[config.mk]
export PLATFORM = sky130hd
export DESIGN_NAME = control_decode
export DESIGN_NICKNAME = d
export VERILOG_FILES = /design/src/rtl/cpu_pkg.sv /design/src/rtl/event_counter.sv /design/src/rtl/control_decode.sv
export SDC_FILE = /design/constraint.sdc
export NUM_CORES = 1
export LEC_CHECK = 0
export CAP_MARGIN = 10
export CORE_MARGIN = 5
export CORE_UTILIZATION = 44
export DETAILED_ROUTE_END_ITERATION = 12
export HOLD_SLACK_MARGIN = 0.1
export PLACE_DENSITY = 0.77
export SLEW_MARGIN = 40
export SYNTH_ARGS = -nofsm -noshare
export SYNTH_HDL_FRONTEND = slang
export SYNTH_SLANG_ARGS = --single-unit
[constraint.sdc]
create_clock -name clk -period 2.25 [get_ports clk]
set_input_delay 0.675 -clock clk [delete_from_list [all_inputs] [get_ports clk]]
set_output_delay 0.675 -clock clk [all_outputs]
set_load 0.01 [all_outputs]
[src/rtl/cpu_pkg.sv]
// Shared encodings for the multicycle CPU: FSM state codes, opcodes,
// ALU/PC-source selects and per-state sequencing tables.
package cpu_pkg;

  localparam logic [3:0] S_FETCH     = 4'd0;
  localparam logic [3:0] S_DECODE    = 4'd1;
  localparam logic [3:0] S_MEMADDR   = 4'd2;
  localparam logic [3:0] S_MEMREAD   = 4'd3;
  localparam logic [3:0] S_LW_WB     = 4'd4;
  localparam logic [3:0] S_MEMWRITE  = 4'd5;
  localparam logic [3:0] S_R_EXEC    = 4'd6;
  localparam logic [3:0] S_R_DONE    = 4'd7;
  localparam logic [3:0] S_BEQ       = 4'd8;
  localparam logic [3:0] S_JUMP      = 4'd9;
  localparam logic [3:0] S_ADDI_EXEC = 4'd10;
  localparam logic [3:0] S_ADDI_DONE = 4'd11;
  localparam logic [3:0] S_BNE       = 4'd12;

  localparam logic [5:0] OP_LW    = 6'h23;
  localparam logic [5:0] OP_SW    = 6'h2B;
  localparam logic [5:0] OP_RTYPE = 6'h00;
  localparam logic [5:0] OP_BEQ   = 6'h04;
  localparam logic [5:0] OP_J     = 6'h02;
  localparam logic [5:0] OP_ADDI  = 6'h08;
  localparam logic [5:0] OP_BNE   = 6'h05;

  localparam logic [1:0] ALUOP_ADD   = 2'b00;
  localparam logic [1:0] ALUOP_SUB   = 2'b01;
  localparam logic [1:0] ALUOP_FUNCT = 2'b10;

  localparam logic [1:0] PCSRC_ALU    = 2'b00;
  localparam logic [1:0] PCSRC_ALUOUT = 2'b01;
  localparam logic [1:0] PCSRC_JUMP   = 2'b10;

  // Bit n set: state n advances sequentially (fetch, memread, R exec, addi exec).
  localparam logic [15:0] ADDRCTL_TABLE = 16'h0449;
  // Bit n set: state n is the last cycle of an instruction.
  localparam logic [15:0] TERMINAL_MASK = 16'h1BB0;

  function automatic logic addrctl_of(input logic [3:0] s);
    return ADDRCTL_TABLE[s];
  endfunction

endpackage

[src/rtl/event_counter.sv]
// Free-running wrap-around event counter with synchronous clear.
module event_counter #(
  parameter int CNT_W = 32
) (
  input  logic             clk,
  input  logic             rst,
  input  logic             inc,
  output logic [CNT_W-1:0] count
);

  always_ff @(posedge clk) begin
    if (rst)
      count <= '0;
    else if (inc)
      count <= count + 1'b1;
  end

endmodule

[src/rtl/control_decode.sv]
// Combinational control-word decode of the FSM state, plus sticky
// illegal-state flag and cycle/instruction performance counters.
module control_decode
  import cpu_pkg::*;
#(
  parameter int CNT_W      = 32,
  parameter int LAST_STATE = 12
) (
  input  logic             clk,
  input  logic             rst,
  input  logic [3:0]       NS,
  input  logic             Zero,
  output logic             addrctl,
  output logic             PCWrite,
  output logic             IorD,
  output logic             MemRead,
  output logic             MemWrite,
  output logic             IRWrite,
  output logic             RegWrite,
  output logic             MemtoReg,
  output logic             RegDst,
  output logic             ALUSrcA,
  output logic [1:0]       ALUSrcB,
  output logic [1:0]       ALUOp,
  output logic [1:0]       PCSource,
  output logic             illegal,
  output logic [CNT_W-1:0] cycle_count,
  output logic [CNT_W-1:0] instr_count
);

  localparam logic [3:0] LAST = 4'(LAST_STATE);

  logic illegal_state;
  logic retire;

  assign illegal_state = (NS > LAST);
  assign retire        = TERMINAL_MASK[NS] & ~illegal_state;

  always_comb begin
    addrctl  = 1'b0;
    PCWrite  = 1'b0;
    IorD     = 1'b0;
    MemRead  = 1'b0;
    MemWrite = 1'b0;
    IRWrite  = 1'b0;
    RegWrite = 1'b0;
    MemtoReg = 1'b0;
    RegDst   = 1'b0;
    ALUSrcA  = 1'b0;
    ALUSrcB  = 2'b00;
    ALUOp    = ALUOP_ADD;
    PCSource = PCSRC_ALU;
    if (!illegal_state) begin
      addrctl = addrctl_of(NS);
      case (NS)
        S_FETCH: begin
          MemRead = 1'b1;
          IRWrite = 1'b1;
          PCWrite = 1'b1;
          ALUSrcB = 2'b01;
        end
        S_DECODE:  ALUSrcB = 2'b11;
        S_MEMADDR: begin
          ALUSrcA = 1'b1;
          ALUSrcB = 2'b10;
        end
        S_MEMREAD: begin
          MemRead = 1'b1;
          IorD    = 1'b1;
        end
        S_LW_WB: begin
          RegWrite = 1'b1;
          MemtoReg = 1'b1;
        end
        S_MEMWRITE: begin
          MemWrite = 1'b1;
          IorD     = 1'b1;
        end
        S_R_EXEC: begin
          ALUSrcA = 1'b1;
          ALUOp   = ALUOP_FUNCT;
        end
        S_R_DONE: begin
          RegWrite = 1'b1;
          RegDst   = 1'b1;
        end
        S_BEQ, S_BNE: begin
          ALUSrcA  = 1'b1;
          ALUOp    = ALUOP_SUB;
          PCSource = PCSRC_ALUOUT;
          // Branch sense is folded in here so PCWrite is the final PC enable.
          PCWrite  = (NS == S_BEQ) ? Zero : ~Zero;
        end
        S_JUMP: begin
          PCWrite  = 1'b1;
          PCSource = PCSRC_JUMP;
        end
        S_ADDI_EXEC: begin
          ALUSrcA = 1'b1;
          ALUSrcB = 2'b10;
        end
        S_ADDI_DONE: RegWrite = 1'b1;
        default: ;
      endcase
    end
  end

  always_ff @(posedge clk) begin
    if (rst)
      illegal <= 1'b0;
    else if (illegal_state)
      illegal <= 1'b1;
  end

  event_counter #(.CNT_W(CNT_W)) u_cycle_cnt (
    .clk   (clk),
    .rst   (rst),
    .inc   (1'b1),
    .count (cycle_count)
  );

  event_counter #(.CNT_W(CNT_W)) u_instr_cnt (
    .clk   (clk),
    .rst   (rst),
    .inc   (retire),
    .count (instr_count)
  );

endmodule

==> metrics.txt, run 1 <==
status completed; Hold Path Class reg2reg; IO Port Bufs 87; depth of the CTS H-tree 3; crit path kind in2out; Max transition margin 0.6404; Seq/Total Area, Yosys 0.4036; nets 506; post-DP HPWL 6113 um; Synth warnings 0; CTS Sinks 65; Worst-Margin Slew 539.5 ps; crit path capture type output pin; first-pass GRT wire length 14190 um; post-synth net total 394; average wire per cell in the routed design 14.75 um; Rows 31; CTS Hold Bufs 0; DIE AREA 9140 um^2; Slew Viols, Final 0; flops & latches, synth 65; Critical Path, Cell by Cell clkdlybuf4s15_1, buf_6, buf_4, nor3_2, buf_2; CP max FO 6; WL final 8759 um; 1st-pass router iterations 4; Clock Latency Late Sink 320 ps; LEAKAGE 1.689 nW; Clock Skew 6.693 ps; Worst Path Buf+Inv 4; CP Launch Point NS[3]; startpoint types primary input; Detail Route Antenna Nets 0; CTS root buf clkbuf_8; GRT Overall Usage 0.1920; Worst R2R Start u_instr_cnt.count[9]$_SDFFE_PP0P_; Die W 95.61 um; pwr/cell area 487.5 nW/um^2; Peak VDD IR 0.4228 mV; Starting Density 0.4493; Layout fillers 636; Bufs on Longest Clock Path 2; Final Critical Period 2215 ps; fin util 0.6403; area grow syn2layout 42.49%; Residual DRC 0; Reg2Reg Depth 4; WP data required 1570 ps; fin area 4594 um^2; vias in the first global route 3077; # diodes 0; total number of vias 3206; Min Hold Slack 490.6 ps; Die H 95.61 um; CP arrival 1540 ps; vias per cell 5.397; CP top delay family buffers and inverters; WP depth 5; CP max stage delay 200 ps; DP Area 4345 um^2; synthesized area 3224 um^2; largest net degree at the start of global routing 66; Slowest-stage cell, CP clkdlybuf4s15_1; Synth cell types 39; initial antenna violation count 0; DRT iter0 DRCs 128; worst hold start u_cycle_cnt.count[0]$_SDFF_PP0_; GP Congestion 0.8120; Mapped Cells 380; CTS tree built; layout cell share with drive strength beyond 1 0.1758; Final period util 0.9844; final count of negative-setup-slack endpoints 0; WHS Path Cells 1; Syn Area/Cell 8.485 um^2; endpoints failing hold 0; Design Power 2.240 mW; IO Pins 88; clock-pin slew on the worst setup and hold paths 70 ps; CORE AREA 7176 um^2; cts bufs inserted 9; total gr overflow 0; max-cap viol count 0; highest clock rate 451.5 MHz
worst register-to-register path, cell delays in order (launching register included):
cell and delay, ps:
dfxtp_1 390, nand4_1 210, or3_1 640, or4_1 590, a21oi_1 150
cell usage after synthesis, drive strengths merged:
library cell | instances | share of area
and4 | 7 | 0.019
nor2b | 4 | 0.0078
nor2 | 59 | 0.069
o211ai | 6 | 0.014
inv | 6 | 0.0070
o22ai | 1 | 0.0039
nor4 | 1 | 0.0019
xnor2 | 6 | 0.016
clkbuf | 11 | 0.013
and3 | 13 | 0.025
dfxtp | 65 | 0.40
o211a | 1 | 0.0031
a32o | 1 | 0.0031
o2bb2ai | 1 | 0.0027
nand2 | 20 | 0.023
buf | 9 | 0.021
nor3 | 6 | 0.011
nand4 | 19 | 0.039
a21oi | 23 | 0.036
o21ai | 15 | 0.023
a31oi | 1 | 0.0019
and2 | 5 | 0.0097
ha | 7 | 0.027
dlygate4sd3 | 1 | 0.0031
nand3 | 14 | 0.022
or3 | 10 | 0.019
o2111ai | 6 | 0.016
nand2b | 2 | 0.0039
o31ai | 12 | 0.028
mux2i | 1 | 0.0031
or4 | 11 | 0.026
xor2 | 36 | 0.098
where the power goes:
part	leakage, nW	total, mW	switching, mW	internal (mW)
clock network	0.0871	0.857	0.413	0.444
registers	0.524	1.17	0.0120	1.16
logic	1.08	0.210	0.111	0.0987
total	1.69	2.24	0.536	1.70
layout by cell type (no fill, tap or decap), types with 4 or more instances in the layout:
cell and n:
dfxtp_1 65, xnor2_1 6, nand2_1 20, buf_2 13, nor2b_1 4, o21ai_0 12
a21oi_1 21, nor2_1 56, clkdlybuf4s50_1 65, and3_1 13, and2_1 5, nand4_1 18
buf_6 5, clkdlybuf4s15_1 4, buf_4 29, and4_1 6, o2111ai_1 6, o31ai_1 12
xor2_1 36, o211ai_1 6, or4_1 11, or3_1 10, nand3_1 14, clkbuf_8 11
path summary, 6_finish.rpt:
kind,endpoint,slack [ps]
setup / recovery,ALUSrcB[0],40
hold / removal,u_cycle_cnt.count[0]$_SDFF_PP0_,490
setup reg to reg,u_instr_cnt.count[28]$_SDFFE_PP0P_,200
hold reg to reg,u_cycle_cnt.count[0]$_SDFF_PP0_,490
cell families (layout without fill, tap and decap cells):
group                    after synthesis  count (layout)  share of synthesized area
AO/OA/AOI/OAI                         67              67                     0.1319
buffers and inverters                 27             142                    0.04384
multiplexers                           1               1                   0.003105
adder cells (fa/ha/maj)                7               7                    0.02716
AND/OR/NAND/NOR                      171             171                     0.2763
flip-flops                            65              65                     0.4036
XOR/XNOR                              42              42                     0.1141
area by class of cell:
type	count	area [um^2]	share of cell area
repair buffers	122	1097	0.2388
inverters	6	27.53	0.005991
clock inverters	3	17.52	0.003813
multi-input cells	288	1876	0.4082
flip-flops and latches	65	1301	0.2832
clock buffers	11	151.4	0.03295
well taps	99	123.9	0.02696
timing repair:
| action | in CTS | in global routing |
|---|---|---|
| endpoints found under the setup margin | 47 | 19 |
| gates cloned | 1 | 0 |
| pin swaps | 3 | 6 |
| buffers inserted | 4 | 0 |
| resized for setup | 85 | 14 |
metrics by stage:
| step | setup WS, ps | setup TNS [ps] | instances |
|---|---|---|---|
| after floorplan | 24.52 | 0 | 380 |
| after global placement | -763.5 | -23900 | 575 |
| after detailed placement | -798.6 | -25950 | 575 |
| after CTS | -5.495 | -7.243 | 594 |
| after global routing | -19.89 | -19.89 | 594 |
| final | 35.07 | 0 | 594 |
registers in the layout (all words and copies together) (netlist names):
signal and count:
illegal 1, u_cycle_cnt.count 32, u_instr_cnt.count 32
layer usage:
metal / track usage / part of all wire / vias to the layer above
met1: 0.2351 / 0.44 / 1514
met4: 0.07938 / 0.015 / 0
met3: 0.03078 / 0.048 / 14
met2: 0.3324 / 0.50 / 91
li1: - / - / 1587
met5: 0 / 0 / -
No activity file was read; power rests on OpenSTA's default activity.
==> run 2, diff against run 1 <==
- SLEW_MARGIN: 40 -> 20
==> results of run 2 <==
The final DEF is identical to that of run 1; final timing and power are the same.
